File: src/rtl/trig_pkg.sv
// Shared types and helpers for the trigger-level controller.
// Latency: none (types, constants and combinational helpers only).
// Backpressure: none.
package trig_pkg;

    typedef enum logic [1:0] {
        ST_IDLE   = 2'd0,
        ST_HOLD   = 2'd1,
        ST_REPEAT = 2'd2,
        ST_LOCK   = 2'd3
    } fsm_state_t;

    localparam logic SLOPE_RISING  = 1'b0;
    localparam logic SLOPE_FALLING = 1'b1;

    localparam int              TRIG_W   = 10;
    localparam logic [TRIG_W:0] TRIG_MAX = 11'd1023;

    // One extra bit of headroom lets both directions clamp instead of wrapping.
    function automatic logic [TRIG_W-1:0] sat_step(input logic [TRIG_W-1:0] lvl,
                                                   input logic [TRIG_W:0]   step,
                                                   input logic              up);
        logic [TRIG_W:0] sum;
        logic [TRIG_W:0] diff;
        sum  = {1'b0, lvl} + step;
        diff = {1'b0, lvl} - step;
        if (up)
            sat_step = (sum > TRIG_MAX) ? TRIG_MAX[TRIG_W-1:0] : sum[TRIG_W-1:0];
        else
            sat_step = diff[TRIG_W] ? '0 : diff[TRIG_W-1:0];
    endfunction

endpackage

File: src/rtl/btn_debounce.sv
// Two-flop synchronizer plus debouncer for one raw button; emits level and rise pulse.
// Latency: DEBOUNCE_CYC+2 cycles from a stable raw level to the registered level/rise.
// Backpressure: none; the rise pulse is one cycle and is never held.
module btn_debounce #(
    parameter int DEBOUNCE_CYC = 1000000
) (
    input  logic clk,
    input  logic rst_n,
    input  logic btn,
    output logic level,
    output logic rise
);

    localparam int               CNT_W    = $clog2(DEBOUNCE_CYC + 1);
    localparam logic [CNT_W-1:0] CNT_LAST = CNT_W'(DEBOUNCE_CYC - 1);

    logic             sync_q1;
    logic             sync_q2;
    logic [CNT_W-1:0] cnt;

    // The count only runs while the synchronized sample disagrees with the
    // accepted level; any agreeing sample throws the partial count away.
    always_ff @(posedge clk or negedge rst_n) begin
        if (!rst_n) begin
            sync_q1 <= 1'b0;
            sync_q2 <= 1'b0;
            cnt     <= '0;
            level   <= 1'b0;
            rise    <= 1'b0;
        end else begin
            sync_q1 <= btn;
            sync_q2 <= sync_q1;
            rise    <= 1'b0;
            if (sync_q2 == level) begin
                cnt <= '0;
            end else if (cnt == CNT_LAST) begin
                level <= sync_q2;
                rise  <= sync_q2;
                cnt   <= '0;
            end else begin
                cnt <= cnt + 1'b1;
            end
        end
    end

endmodule

File: src/rtl/trig_level_ctrl.sv
// Trigger level / slope control from four raw buttons with hold-to-repeat stepping.
// Latency: DEBOUNCE_CYC+3 cycles from a stable press to the registered trig update.
// Backpressure: none; trig_changed is a one-cycle pulse with the new value.
module trig_level_ctrl
    import trig_pkg::*;
#(
    parameter int DEBOUNCE_CYC     = 1000000,
    parameter int REPEAT_DELAY_CYC = 50000000,
    parameter int REPEAT_RATE_CYC  = 10000000,
    parameter int STEP             = 4,
    parameter int LEVEL_INIT       = 512
) (
    input  logic              clk,
    input  logic              rst_n,
    input  logic              btn_up,
    input  logic              btn_down,
    input  logic              btn_center,
    input  logic              btn_slope,
    output logic [TRIG_W-1:0] trig,
    output logic              trig_slope,
    output logic              trig_changed
);

    localparam int RPT_MAX = (REPEAT_DELAY_CYC > REPEAT_RATE_CYC) ? REPEAT_DELAY_CYC
                                                                   : REPEAT_RATE_CYC;
    localparam int RPT_W   = $clog2(RPT_MAX + 1);

    localparam logic [RPT_W-1:0]  DELAY_LAST = RPT_W'(REPEAT_DELAY_CYC - 1);
    localparam logic [RPT_W-1:0]  RATE_LAST  = RPT_W'(REPEAT_RATE_CYC - 1);
    localparam logic [TRIG_W-1:0] INIT_VAL   = TRIG_W'(LEVEL_INIT);
    localparam logic [TRIG_W:0]   STEP_VAL   = (TRIG_W + 1)'(STEP);

    logic up_lvl, up_rise;
    logic dn_lvl, dn_rise;
    logic ce_lvl, ce_rise;
    logic sl_lvl, sl_rise;

    btn_debounce #(.DEBOUNCE_CYC(DEBOUNCE_CYC)) u_db_up (
        .clk(clk), .rst_n(rst_n), .btn(btn_up),     .level(up_lvl), .rise(up_rise)
    );
    btn_debounce #(.DEBOUNCE_CYC(DEBOUNCE_CYC)) u_db_down (
        .clk(clk), .rst_n(rst_n), .btn(btn_down),   .level(dn_lvl), .rise(dn_rise)
    );
    btn_debounce #(.DEBOUNCE_CYC(DEBOUNCE_CYC)) u_db_center (
        .clk(clk), .rst_n(rst_n), .btn(btn_center), .level(ce_lvl), .rise(ce_rise)
    );
    btn_debounce #(.DEBOUNCE_CYC(DEBOUNCE_CYC)) u_db_slope (
        .clk(clk), .rst_n(rst_n), .btn(btn_slope),  .level(sl_lvl), .rise(sl_rise)
    );

    fsm_state_t        state;
    logic [RPT_W-1:0]  rpt_cnt;
    logic              held_up;

    logic              center_press;
    logic              slope_press;
    logic              held_lvl;
    logic [TRIG_W-1:0] up_val;
    logic [TRIG_W-1:0] dn_val;
    logic [TRIG_W-1:0] first_val;
    logic [TRIG_W-1:0] held_val;

    always_comb begin
        center_press = ce_rise & ce_lvl;
        slope_press  = sl_rise & sl_lvl;
        held_lvl     = held_up ? up_lvl : dn_lvl;
        up_val       = sat_step(trig, STEP_VAL, 1'b1);
        dn_val       = sat_step(trig, STEP_VAL, 1'b0);
        first_val    = up_rise ? up_val : dn_val;
        held_val     = held_up ? up_val : dn_val;
    end

    // trig_changed is recomputed in every branch that may move trig, so a
    // clamped step leaves it equal to just the slope toggle.
    always_ff @(posedge clk or negedge rst_n) begin
        if (!rst_n) begin
            trig         <= INIT_VAL;
            trig_slope   <= SLOPE_RISING;
            trig_changed <= 1'b0;
            state        <= ST_IDLE;
            rpt_cnt      <= '0;
            held_up      <= 1'b0;
        end else begin
            trig_changed <= slope_press;
            if (slope_press)
                trig_slope <= (trig_slope == SLOPE_RISING) ? SLOPE_FALLING : SLOPE_RISING;

            if (center_press) begin
                trig         <= INIT_VAL;
                trig_changed <= slope_press | (trig != INIT_VAL);
                state        <= ST_IDLE;
                rpt_cnt      <= '0;
            end else if (up_lvl && dn_lvl) begin
                state   <= ST_LOCK;
                rpt_cnt <= '0;
            end else begin
                case (state)
                    ST_IDLE: begin
                        if (up_rise ^ dn_rise) begin
                            trig         <= first_val;
                            trig_changed <= slope_press | (first_val != trig);
                            held_up      <= up_rise;
                            rpt_cnt      <= '0;
                            state        <= ST_HOLD;
                        end
                    end
                    ST_HOLD: begin
                        if (!held_lvl) begin
                            state <= ST_IDLE;
                        end else if (rpt_cnt == DELAY_LAST) begin
                            trig         <= held_val;
                            trig_changed <= slope_press | (held_val != trig);
                            rpt_cnt      <= '0;
                            state        <= ST_REPEAT;
                        end else begin
                            rpt_cnt <= rpt_cnt + 1'b1;
                        end
                    end
                    ST_REPEAT: begin
                        if (!held_lvl) begin
                            state <= ST_IDLE;
                        end else if (rpt_cnt == RATE_LAST) begin
                            trig         <= held_val;
                            trig_changed <= slope_press | (held_val != trig);
                            rpt_cnt      <= '0;
                        end else begin
                            rpt_cnt <= rpt_cnt + 1'b1;
                        end
                    end
                    ST_LOCK: begin
                        if (!up_lvl && !dn_lvl)
                            state <= ST_IDLE;
                    end
                    default: state <= ST_IDLE;
                endcase
            end
        end
    end

endmodule

File: config.mk
export PLATFORM = sky130hd
export DESIGN_NAME = trig_level_ctrl
export DESIGN_NICKNAME = d
export VERILOG_FILES = /design/src/rtl/trig_pkg.sv /design/src/rtl/btn_debounce.sv /design/src/rtl/trig_level_ctrl.sv
export SDC_FILE = /design/constraint.sdc
export NUM_CORES = 1
export LEC_CHECK = 0
export ABC_AREA = 1
export ABC_CLOCK_PERIOD_IN_PS = 3750
export CAP_MARGIN = 15
export CORE_MARGIN = 2
export CORE_UTILIZATION = 60
export DETAILED_ROUTE_END_ITERATION = 10
export GPL_TIMING_DRIVEN = 0
export PLACE_DENSITY = 0.76
export SLEW_MARGIN = 10
export SYNTH_ARGS = -nofsm -noshare
export SYNTH_HDL_FRONTEND = slang
export SYNTH_SLANG_ARGS = --single-unit
File: constraint.sdc
create_clock -name clk -period 3.75 [get_ports clk]
set_input_delay 0.9375 -clock clk [delete_from_list [all_inputs] [get_ports clk]]
set_output_delay 0.9375 -clock clk [all_outputs]
set_load 0.005 [all_outputs]
Word-level counts from Yosys, hierarchy flattened
Cells that the tools add are included.
{"block": "word_totals", "regBits": 137, "latch_bits": 0, "mem_bits_rw": 0, "romBits": 0, "in_bits": 6, "out_inout_bits": 12, "wordCells": 143, "memories": 0}
{"block": "classes", "n_addsub": 7, "multipliers": 0, "div_mod_pow": 0, "order_cmp": 1, "eq_ne": 28, "n_shift": 0, "mux": 54, "n_bitwise": 12, "reduce_logical": 15}
{"cell": "2-to-1 mux 26 bit", "n": 7}
{"cell": "2-to-1 mux 20 bit", "n": 8}
{"cell": "2-to-1 mux 10 bit", "n": 11}
{"cell": "adder 20 x 1 -> 20 bit (second input constant)", "n": 4}
{"cell": "equality test 20 bit (second input constant)", "n": 4}
{"cell": "one-hot mux 26 bit (3 select lines)", "n": 1}
{"cell": "one-hot mux 10 bit (3 select lines)", "n": 1}
{"cell": "adder 26 x 1 -> 26 bit (second input constant)", "n": 1}
{"cell": "equality test 26 x 24 -> 1 bit (second input constant)", "n": 1}
{"cell": "equality test 26 bit (second input constant)", "n": 1}
{"cell": "inequality test 10 bit", "n": 2}
{"cell": "inequality test 4 bit (second input constant)", "n": 5}
{"cell": "2-to-1 mux 1 bit", "n": 17}
{"cell": "inequality test 3 bit (second input constant)", "n": 5}
{"cell": "2-to-1 mux 2 bit", "n": 7}
{"cell": "AND reduction 4 bit", "n": 3}
{"cell": "adder 10 x 3 -> 11 bit (second input constant)", "n": 1}
{"cell": "greater-than comparator 11 x 10 -> 1 bit (second input constant)", "n": 1}
{"cell": "subtractor 10 x 3 -> 11 bit (second input constant)", "n": 1}
{"cell": "inequality test 10 bit (second input constant)", "n": 1}
{"cell": "one-hot mux 2 bit (4 select lines)", "n": 1}
{"cell": "AND reduction 2 bit", "n": 4}
{"cell": "AND reduction 7 bit", "n": 1}
{"cell": "inverter 1 bit", "n": 6}
{"cell": "other kinds (14)", "n": 23}

Longest topological paths before layout
{"block": "logic_depth", "ltp_word": 11, "depth_mapped": 17, "depth_no_buf": 17}

By module
Synthesis repeated with hierarchy kept, for this count alone.
{"block": "hier_totals", "hier_cells": 1138, "hier_area_um2": 8961.1}
{"module": "btn_debounce", "instances": 4, "cells_per_inst": 167, "area_per_inst_um2": 1395.1, "seq_area_each_um2": 600.6}
{"module": "trig_level_ctrl", "instances": 1, "cells_per_inst": 470, "area_per_inst_um2": 3380.7, "seq_area_each_um2": 1027.2}

Least setup slack after synthesis
Ideal clock, no wire load.
{"block": "synth_path", "kind": "register -> register", "from": "register trig[3]", "to": "register trig_changed", "setup_ns": 0.124, "arrival_time_ns": 1.834, "required_ns": 3.626, "slack_ns": 1.791, "stages_incl_launch_ff": 15, "n_path_buf": 1, "period_less_slack_ns": 1.959, "cell_sequence": "dfrtp_1 -> inv_1 -> ha_1 -> inv_1 -> nor2_1 -> nand3_1 -> nand2_1 -> nand2_2 -> buf_2 -> o21ai_0 -> nand4_1 -> o21ai_1 -> nand2_1 -> nand2_1 -> a21oi_1"}
{"block": "synth_via", "elab_chain_cells": 11, "elab_cells_between_ends": 21, "classes_between": "add/sub (2); order compare (1); eq/ne (3); mux (12); bitwise (3)"}
{"item": "start, declared", "line": "trig_level_ctrl.sv:19", "source": "output logic [TRIG_W-1:0] trig,"}
{"item": "start signal, assigned", "line": "trig_level_ctrl.sv:100", "source": "trig <= first_val;"}
{"item": "start signal, assigned", "line": "trig_level_ctrl.sv:111", "source": "trig <= held_val;"}
{"item": "start signal, assigned", "line": "trig_level_ctrl.sv:123", "source": "trig <= held_val;"}
{"item": "adder 10 x 3 -> 11 bit"}
{"item": "greater-than comparator 11 x 10 -> 1 bit", "line": "trig_pkg.sv:28", "source": "sat_step = (sum > TRIG_MAX) ? TRIG_MAX[TRIG_W-1:0] : sum[TRIG_W-1:0];"}
{"item": "2-to-1 mux 10 bit", "line": "trig_pkg.sv:28"}
{"item": "2-to-1 mux 10 bit", "line": "trig_level_ctrl.sv:70", "source": "held_val = held_up ? up_val : dn_val;"}
{"item": "inequality test 10 bit", "line": "trig_level_ctrl.sv:112, trig_level_ctrl.sv:124"}
{"item": "bitwise OR 1 bit", "line": "trig_level_ctrl.sv:112, trig_level_ctrl.sv:124"}
{"item": "2-to-1 mux 1 bit, on equally long branches", "line": "trig_level_ctrl.sv:122, trig_level_ctrl.sv:110"}
{"item": "2-to-1 mux 1 bit, on equally long branches", "line": "trig_level_ctrl.sv:120, trig_level_ctrl.sv:108"}
{"item": "one-hot mux 1 bit (3 select lines)", "line": "trig_level_ctrl.sv:97", "source": "case (state)"}
{"item": "2-to-1 mux 1 bit", "line": "trig_level_ctrl.sv:93", "source": "end else if (up_lvl && dn_lvl) begin"}
{"item": "2-to-1 mux 1 bit *", "line": "trig_level_ctrl.sv:88", "source": "if (center_press) begin"}
{"item": "end signal, assigned", "line": "trig_level_ctrl.sv:90", "source": "trig_changed <= slope_press | (trig != INIT_VAL);"}
{"item": "end signal, assigned", "line": "trig_level_ctrl.sv:101", "source": "trig_changed <= slope_press | (first_val != trig);"}
{"item": "end signal, assigned", "line": "trig_level_ctrl.sv:124", "source": "trig_changed <= slope_press | (held_val != trig);"}
{"item": "end, declared", "line": "trig_level_ctrl.sv:21", "source": "output logic trig_changed"}
Mark *: on every way between the ends. The rest lies on a longest branch, timed or not.
A chain may end at the register's enable or synchronous reset.

Final worst setup path
{"block": "layout_path", "from": "register trig[2]", "to": "output port trig[2]"}
No word-level cell between the ends.

==> metrics.cfg <==
[route]
vias=6602
viasPerCell=5.42
drt_first_pass_iters=5
ant_nets=0
wirelength_um=16400
drc_errors=0
drtIter0Drc=736
wl_per_cell_um=13.4

[critical_path]
reg2reg_depth=15
cp_top_family=buffers and inverters
rrSetupSlack_ns=1.36
worstSetupPathDepth=1
cp.required_ns=2.81
r2r-end=trig_changed$_DFF_PN0_
cp_slowest_cell=clkdlybuf4s50_1
crit_arrival_ns=1.47
cp-endpoint=trig[2]
crit_chain=clkdlybuf4s50_1
crit_start=trig[2]$_DFFE_PN0P_
end_kind=primary output
critPathBufInv=1
reg2reg_from=trig[3]$_DFFE_PN0P_
path_class=reg -> out
cp_max_fo=7
max_stage_delay_ns=0.56
worst_setup_path_start_kind=register

[final_layout]
syn_to_final_growth_pct=13.2
num_antenna_cells=0
finalNonFillerCells=1219
final_nets=1054
design_area_um2=8760
drive_gt1_frac=0.0907

[logic_synthesis]
syn_area_per_cell_um2=7.76
synth_flop_cell=dfrtp_1
syn-cell-area_um2=7740
synth_xor_area_frac=0.0430
yosysUniqueCellTypes=50
ys_ff_latch=137
synth_top_family_by_area=simple AND/OR/NAND/NOR gates
synthArstFlopShare=1.00
ys.warnings.count=0
synth_edf_count=0
yosysMostFrequentCell=nand2_1
synth_common_cells=179 x nand2_1, 136 x dfrtp_1, 136 x inv_1
syn_inst=997
synthAdderAreaFrac=0.0226
synth.largest_area_cell=dfrtp_1
muxShareOfSynthArea=0.00129
ys_seq_area_frac=0.443
synthSimpleGateAreaFrac=0.316
synthTopCellsByArea=dfrtp_1 44%, nand2_1 8.7%, inv_1 6.6%, nor2_1 6.5%, nand3_1 4.1%
synth_top_area_frac=0.440
synthesis.nets=1017
synth_compound_area_frac=0.0968

[global_route]
grt_start_max_net_pins=78
grt_pass1_wl_um=28900
overflow=0
antenna_found_initial=0
grt_pass1_vias=6269
grt_usage=0.253

[clock_tree]
cts_tree=yes
clk_latency_ns=0.42
cts_max_level=4
cts.repair.resized=0
cts_hold_buf=0
clock_path_buffers=2
cts_sinks=137
root_buffer=clkbuf_16
path_clk_slew_ns=0.06
cts_buffers=17
postCtsSetupBuffers=0

[status]
status=complete, no violations

[power_and_ir_drop]
ir_worst_vdd_mv=0.396
pwr-share-seq=0.458
p_int_uw=2560
pwr-share-comb=0.025
p_leak_uw=0.00389
switching_share=0.221
power_density_nw_per_um2=375
p_clk_frac=0.517
switching_power_uw=725

[floorplan]
dieWidth_um=118
start_util=0.613
pin_count=18
fp.dieH_um=118
dieArea_um2=13800
row_count=41
core_region_area_um2=12600

[sta]
slew_headroom=0.609
slew_viol_final=0
worst_slew_pin_slew_ns=0.586
holdWs_ns=0.346
min_period_ns=2.41
finalHoldViolations=0
max_freq_ghz=0.415
rsz0062_at_grt=no
fin_worst_skew_ns=0.00622
setup_violations=0
finalCritPeriodShare=0.642

[run]
maxCapViolCount=0

[placement]
placed_area_um2=8150
dp.cells=1187
routabilityCongestion=0.934
dp_hpwl_um=11400
portBuffers=17

[hold_path]
hold_path.class=reg -> reg

[final cells by class]
cell class                 instances  area (µm²)
buffer                             9        52.6
timing repair buffer              18         199
multi-input combinational        706        3710
sequential                       137        3430
fill                            1071        3860
tap                              172         215
clock inverter                    12         138
inverter                         145         547
clock buffer                      20         467
[layer usage]
| layer | global-route usage | vias up | share of wire |
|---|---|---|---|
| li1 | - | 3349 | - |
| met3 | 0.0504 | 21 | 0.038 |
| met1 | 0.353 | 3114 | 0.48 |
| met5 | 0 | - | 0 |
| met4 | 0.0798 | 0 | 0.013 |
| met2 | 0.402 | 118 | 0.47 |
[registers in the layout, summed over array words and instances, names as in the netlist, 2 cells and up]
name and count:
rpt_cnt 26, u_db_center.cnt 20, u_db_down.cnt 20, u_db_slope.cnt 20
u_db_up.cnt 20, trig 10, state 2
[kinds of logic (layout without fill, tap and decap cells)]
| family | after synthesis | count (layout) |
|---|---|---|
| AOI/OAI and AO/OA | 136 | 136 |
| and+or+nand+nor | 517 | 517 |
| adders and majority gates | 14 | 14 |
| xor gates and xnor gates | 38 | 38 |
| DFF | 137 | 137 |
| buffers and inverters | 154 | 204 |
| muxes | 1 | 1 |
[placed cells by master, fill, tap and decap left out, types with 3 or more instances in the layout]
master	count
nand3_1	64
a31oi_1	6
nand2_1	179
nand4_1	25
o21a_1	4
ha_1	14
xnor2_1	9
nor4_1	15
nor2_1	133
o21ai_1	4
nor3b_1	7
inv_1	136
nand2_2	14
nor2_4	5
o21ai_0	57
clkbuf_1	4
o211ai_1	6
inv_6	3
nor3_2	6
xor2_1	29
clkbuf_16	17
buf_6	3
nor2_2	10
clkdlybuf4s50_1	16
clkinv_2	5
clkbuf_8	3
a21oi_1	47
buf_2	3
nand3_2	3
dfrtp_1	136
nor3_1	45
inv_2	6
[power groups by stage]
stage / clock (µW) / sequential, µW / combinational, µW
2_1_floorplan: 0 / 1530 / 34.2
3_3_place_gp: 0 / 1530 / 76.9
3_5_place_dp: 0 / 1530 / 82.7
4_1_cts: 1730 / 1500 / 84.6
5_1_grt: 1800 / 1500 / 96.5
6_report: 1700 / 1500 / 81.5
[how the worst min path moves through the flow]
stage,startpoint,cells after the start,to
CTS,u_db_up.sync_q1$_DFF_PN0_,0,u_db_up.sync_q2$_DFF_PN0_
global route,u_db_center.sync_q1$_DFF_PN0_,0,u_db_center.sync_q2$_DFF_PN0_
finish,u_db_up.sync_q1$_DFF_PN0_,0,u_db_up.sync_q2$_DFF_PN0_
global placement,u_db_up.sync_q1$_DFF_PN0_,0,u_db_up.sync_q2$_DFF_PN0_
detailed placement,u_db_up.sync_q1$_DFF_PN0_,0,u_db_up.sync_q2$_DFF_PN0_
floorplan,u_db_center.sync_q1$_DFF_PN0_,0,u_db_center.sync_q2$_DFF_PN0_
[metrics by stage]
stage	util	TNS [ns]	total power (µW)	worst slack, ns
3_5_place_dp	0.646	0	1610	1.46
6_report	0.694	0	3280	1.34
4_1_cts	0.694	0	3310	1.34
3_3_place_gp	0.644	-501.26	1610	-3.68
2_1_floorplan	-	0	1560	1.79
5_1_grt	0.694	0	3400	1.10
(Power assumes the default switching activity.)
